<file path="src/rtl/imem_pkg.sv">
// Shared types and constants for the instruction-memory boot loader.
package imem_pkg;

    typedef enum logic [1:0] {IDLE, LOAD, WRITE, RUN} ldr_state_e;

    localparam logic [31:0] RV32I_NOP = 32'h0000_0013;

endpackage

</file>
<file path="src/rtl/imem_word_packer.sv">
// Packs four accepted stream bytes into a little-endian 32-bit word.
module imem_word_packer (
    input  logic        clk,
    input  logic        reset,
    input  logic        clear,
    input  logic        accept,
    input  logic [7:0]  byte_in,
    output logic [31:0] word,
    output logic        word_valid
);

    logic [1:0]  byte_cnt;
    logic [31:0] shreg;

    // Bytes shift in from the top so the first byte of a word lands in [7:0].
    always_ff @(posedge clk) begin
        if (reset || clear) begin
            byte_cnt <= '0;
            shreg    <= '0;
        end else if (accept) begin
            byte_cnt <= byte_cnt + 2'd1;
            shreg    <= {byte_in, shreg[31:8]};
        end
    end

    assign word_valid = accept && (byte_cnt == 2'd3);
    assign word       = shreg;

endmodule

</file>
<file path="src/rtl/imem_boot_loader.sv">
// Boot loader: packs a byte stream into instruction memory, then hands the read port to the core.
//
// state | meaning
// IDLE  | waiting for a load or run request, core held on NOP
// LOAD  | accepting stream bytes into the packer
// WRITE | single-cycle write of the packed word
// RUN   | core fetches directly from memory
module imem_boot_loader
    import imem_pkg::*;
#(
    parameter int WORD_CNT = 256,
    parameter int IDX_W    = $clog2(WORD_CNT),
    parameter int TIMEOUT  = 1024
) (
    input  logic             clk,
    input  logic             reset,
    input  logic             load_start,
    input  logic [IDX_W:0]   load_len,
    input  logic             run_start,
    input  logic             load_abort,
    input  logic [7:0]       rx_data,
    input  logic             rx_valid,
    output logic             rx_ready,
    input  logic [31:0]      cpu_fetch_addr,
    output logic [31:0]      cpu_instr,
    output logic             cpu_hold,
    output logic [IDX_W-1:0] mem_raddr,
    input  logic [31:0]      mem_rdata,
    output logic             mem_we,
    output logic [IDX_W-1:0] mem_waddr,
    output logic [31:0]      mem_wdata,
    output logic             busy,
    output logic             done,
    output logic             err
);

    localparam int TMO_W = $clog2(TIMEOUT);
    localparam logic [TMO_W-1:0] TMO_RELOAD = TMO_W'(TIMEOUT - 1);
    localparam logic [IDX_W:0]   LEN_MAX    = (IDX_W + 1)'(WORD_CNT);

    ldr_state_e       state, state_nxt;
    logic [IDX_W-1:0] word_idx, len_m1;
    logic [TMO_W-1:0] tmo_cnt;
    logic             len_ok, start_ok, accept, word_valid, last_word, tmo_hit, pk_clear;
    logic             req_state;
    logic [31:0]      pk_word;
    logic             unused_fetch_bits;

    assign len_ok    = (load_len != '0) && (load_len <= LEN_MAX);
    assign start_ok  = load_start && len_ok;
    assign accept    = rx_valid && rx_ready;
    assign last_word = (word_idx == len_m1);
    assign tmo_hit   = (state == LOAD) && !load_abort && !accept && (tmo_cnt == '0);
    assign pk_clear  = !busy;
    assign req_state = (state == IDLE) || (state == RUN);

    imem_word_packer u_packer (
        .clk        (clk),
        .reset      (reset),
        .clear      (pk_clear),
        .accept     (accept),
        .byte_in    (rx_data),
        .word       (pk_word),
        .word_valid (word_valid)
    );

    always_ff @(posedge clk) begin
        if (reset) state <= IDLE;
        else       state <= state_nxt;
    end

    always_comb begin
        state_nxt = state;
        case (state)
            IDLE: begin
                if (load_start) state_nxt = len_ok ? LOAD : IDLE;
                else if (run_start) state_nxt = RUN;
            end
            LOAD: begin
                if (load_abort)      state_nxt = IDLE;
                else if (word_valid) state_nxt = WRITE;
                else if (tmo_hit)    state_nxt = IDLE;
            end
            WRITE:   state_nxt = last_word ? RUN : LOAD;
            RUN:     if (start_ok) state_nxt = LOAD;
            default: state_nxt = IDLE;
        endcase
    end

    // Abort masks ready so a byte offered alongside it is never accepted.
    always_comb begin
        rx_ready  = (state == LOAD) && !load_abort;
        cpu_hold  = (state != RUN);
        busy      = (state == LOAD) || (state == WRITE);
        mem_we    = (state == WRITE);
        mem_waddr = word_idx;
        mem_wdata = pk_word;
    end

    // Timeout is a down-counter reloaded on every accepted byte; zero on an idle cycle aborts.
    always_ff @(posedge clk) begin
        if (reset) begin
            word_idx <= '0;
            len_m1   <= '0;
            tmo_cnt  <= TMO_RELOAD;
            done     <= 1'b0;
            err      <= 1'b0;
        end else begin
            done <= (state == WRITE) && last_word;
            err  <= (req_state && load_start && !len_ok) ||
                    ((state == LOAD) && (load_abort || tmo_hit));
            if (req_state && start_ok) begin
                len_m1   <= IDX_W'(load_len - 1'b1);
                word_idx <= '0;
            end else if ((state == WRITE) && !last_word) begin
                word_idx <= word_idx + 1'b1;
            end
            if ((state != LOAD) || accept) tmo_cnt <= TMO_RELOAD;
            else if (tmo_cnt != '0)        tmo_cnt <= tmo_cnt - 1'b1;
        end
    end

    assign mem_raddr         = cpu_fetch_addr[IDX_W+1:2];
    assign cpu_instr         = cpu_hold ? RV32I_NOP : mem_rdata;
    assign unused_fetch_bits = ^{cpu_fetch_addr[31:IDX_W+2], cpu_fetch_addr[1:0]};

endmodule

</file>
<file path="config.mk">
export PLATFORM = sky130hd
export DESIGN_NAME = imem_boot_loader
export DESIGN_NICKNAME = d
export VERILOG_FILES = /design/src/rtl/imem_pkg.sv /design/src/rtl/imem_word_packer.sv /design/src/rtl/imem_boot_loader.sv
export SDC_FILE = /design/constraint.sdc
export NUM_CORES = 1
export LEC_CHECK = 0
export BUFFER_PORTS_ARGS = -buffer_cell sky130_fd_sc_hd__buf_2
export CORE_MARGIN = 2
export CORE_UTILIZATION = 45
export CTS_BUF_LIST = sky130_fd_sc_hd__clkbuf_8
export DETAILED_ROUTE_END_ITERATION = 8
export HOLD_SLACK_MARGIN = 0.12
export PLACE_DENSITY = 0.81
export REMOVE_ABC_BUFFERS = 1
export SLEW_MARGIN = 0
export SYNTH_ARGS = -nofsm -noshare
export SYNTH_HDL_FRONTEND = slang
export SYNTH_SLANG_ARGS = --single-unit
export TNS_END_PERCENT = 20
</file>
<file path="constraint.sdc">
create_clock -name clk -period 3 [get_ports clk]
set_input_delay 0.15 -clock clk [delete_from_list [all_inputs] [get_ports clk]]
set_output_delay 0.15 -clock clk [all_outputs]
set_load 0.02 [all_outputs]
</file>
==> results.cfg <==
[run_status]
outcome = finished clean

[cells_and_area]
area_growth_pct = 31.0
final_area_um2 = 4140
final_layout_size_suffix_gt1_frac = 0.302
diodes = 0
nets = 617
nFillCells = 606
final_util = 0.609

[worst_setup_path]
cp.arrival_ns = 2.41
regToRegSetupSlack_ns = 0.79
path_cells = inv_1, ha_1, nor4_4, buf_4, nor3_1
cp-start-kind = register
critPathTopFamily = simple AND/OR/NAND/NOR gates
slowest_stage = nor4_4
crit_fanout = 18
cp_num_buf_inv = 2
end_kind = register
crit_type = register to register
required_ns = 3.21
cpPeakStageDelay_ns = 0.86

[yosys]
netlist_area_um2 = 3160
synth_flop_cell = dfxtp_1
yosysUniqueCellTypes = 41
ys.warnings.count = 0
yosys.cell_count.top_type = nand2_1
yosysSeqAreaShare = 0.406
synth_cells = 389
synth_common_cells = nand2_1 (88), dfxtp_1 (64), a21oi_1 (36)
synth_area_leaders = dfxtp_1 (41%), nand2_1 (10%), and2_1 (6.5%), a21oi_1 (5.7%), ha_1 (4.0%)
synth.avg_cell_area_um2 = 8.12
ys_ff_latch = 64
synth_top_area_share = 0.406
synth-async-reset-ratio = 0
synth_edf_count = 0
yosysTopAreaCell = dfxtp_1

[route]
viasPerCell = 4.85
drc_errors = 0
num_vias = 3010
routed_wirelength_um = 7710
first_pass_iters = 4
drt_iter0_markers = 102
avgRoutedWirePerCell_um = 12.4
antenna_left = 0

[timing]
slew_violations = 0
setup_viol = 0
hold_ws_ns = 0.207
finalCriticalPeriod_ns = 2.21
worstMarginPinSlew_ns = 0.966
skew_ns = 0.00776
max_freq_mhz = 453
relSlewSlack = 0.351
timing.final.ws_setup_ns = 0.795
fin_tns_setup_ns = 0
hold_viol_final = 0
rsz0062_at_grt = false
period_share = 0.735

[floorplan]
dieArea_um2 = 7710
die_h_um = 87.8
rows = 30
die_w_um = 87.8
initial_core_util = 0.465
core_um2 = 6790
io_pins = 173

[global_routing]
grt_start_max_net_pins = 35
groute.usage.overall = 0.202
first_global_vias = 2775
grt_overflow = 0
antenna_found_initial = 0
grt_first_pass_wirelength_um = 12300

[cts]
numCtsBuffers = 9
cts_tree = built
clock_latency_ns = 0.34
clk_pin_slew_ns = 0.07
root_buffer = clkbuf_8
ctsHtreeMaxLevel = 3
post-cts-setup-buffers = 0
clk_path_buf_depth = 2
cts.sinks = 64

[power]
intPower_w = 0.00163
seq_power_share = 0.381
p_sw_w = 0.000861
peakVddDrop_v = 0.000448
switching_share = 0.345
clkPwrFrac = 0.310
leakagePower_nw = 1.83
p_per_area_nw_per_um2 = 602
comb_power_share = 0.308

[placed_design]
gp_congestion = 0.858
portBuffers = 132
hpwl_um = 5390
placed_cell_area_um2 = 3840
dp_slack_ns = 0.860

[run]
maxCapViolations = 0

[min_path]
holdCritPathClass = input port to register
==> tightest hold or removal path, stage by stage <==
cell and delay, ns:
buf_2 0.11, nor3_1 0.06, xnor2_1 0.12, a211oi_1 0.06
==> flip-flops by register name, indices dropped and copies added, names as in the netlist <==
name / cells
err: 1
state: 2
len_m1: 8
u_packer.byte_cnt: 2
done: 1
mem_waddr: 8
tmo_cnt: 10
u_packer.word: 32
==> through the flow <==
stage                     total power (W)  cells
after global routing              0.00263    620
after CTS                         0.00251    620
final                             0.00249    620
after global placement            0.00169    595
after detailed placement          0.00172    595
after floorplan                   0.00147    362
==> layout by cell type (no fill, tap or decap), drive strengths merged, types with 9 or more instances in the layout <==
| cell type | Yosys | final |
|---|---|---|
| xor2 | 13 | 13 |
| xnor2 | 14 | 14 |
| dfxtp | 64 | 64 |
| nand2 | 88 | 88 |
| and2 | 33 | 33 |
| ha | 10 | 10 |
| nor2 | 19 | 19 |
| clkbuf | 16 | 9 |
| nor3 | 13 | 13 |
| o21ai | 10 | 10 |
| dlygate4sd3 | 0 | 10 |
| a21oi | 36 | 36 |
| buf | 11 | 137 |
| inv | 10 | 13 |
==> layout make-up <==
| class | count | area, µm² | share of cell area |
|---|---|---|---|
| multi-input cells | 288 | 1700 | 0.411 |
| flip-flops and latches | 64 | 1280 | 0.309 |
| repair buffers | 147 | 798 | 0.193 |
| clock buffers | 9 | 124 | 0.0299 |
| well taps | 96 | 120 | 0.0290 |
| clock inverters | 6 | 78.8 | 0.0190 |
| inverters | 10 | 37.5 | 0.00907 |
==> power groups by stage <==
stage | Sequential (W) | Combinational (W) | Clock [W]
3_5_place_dp | 0.000970 | 0.000748 | 0
5_1_grt | 0.000959 | 0.000842 | 0.000830
3_3_place_gp | 0.000965 | 0.000728 | 0
6_report | 0.000951 | 0.000769 | 0.000773
4_1_cts | 0.000950 | 0.000770 | 0.000789
2_1_floorplan | 0.000977 | 0.000488 | 0
==> cells by family (layout without fill, tap and decap cells) <==
family	count (synthesis)	after routing	synth area share
simple gates	184	184	0.290
buf+inv	37	172	0.0562
mux	3	3	0.00951
fa+ha+maj	10	10	0.0396
compound gates	64	64	0.124
xor+xnor	27	27	0.0749
flops	64	64	0.406
==> routing by layer <==
layer	GRT usage	wire, µm	up-vias
li1	-	-	1541
met3	0.0782	692	11
met5	0	0	-
met2	0.349	3720	128
met1	0.228	3180	1330
met4	0.0699	116	0
==> repair_timing <==
action,CTS,global route
hold buffers,10,0
hold endpoints to repair,10,0
gates resized for setup,0,0
==> path summary, 6_finish.rpt <==
check / from / end / cells past startpoint
max: state[0] / mem_waddr[4] / 5
max reg2reg: state[0] / mem_waddr[4] / 5
min reg2reg: u_packer.word[7] / u_packer.word[7] / 2
min: load_len[6] / len_m1[7] / 4
Power figures use the tool's default switching activity.
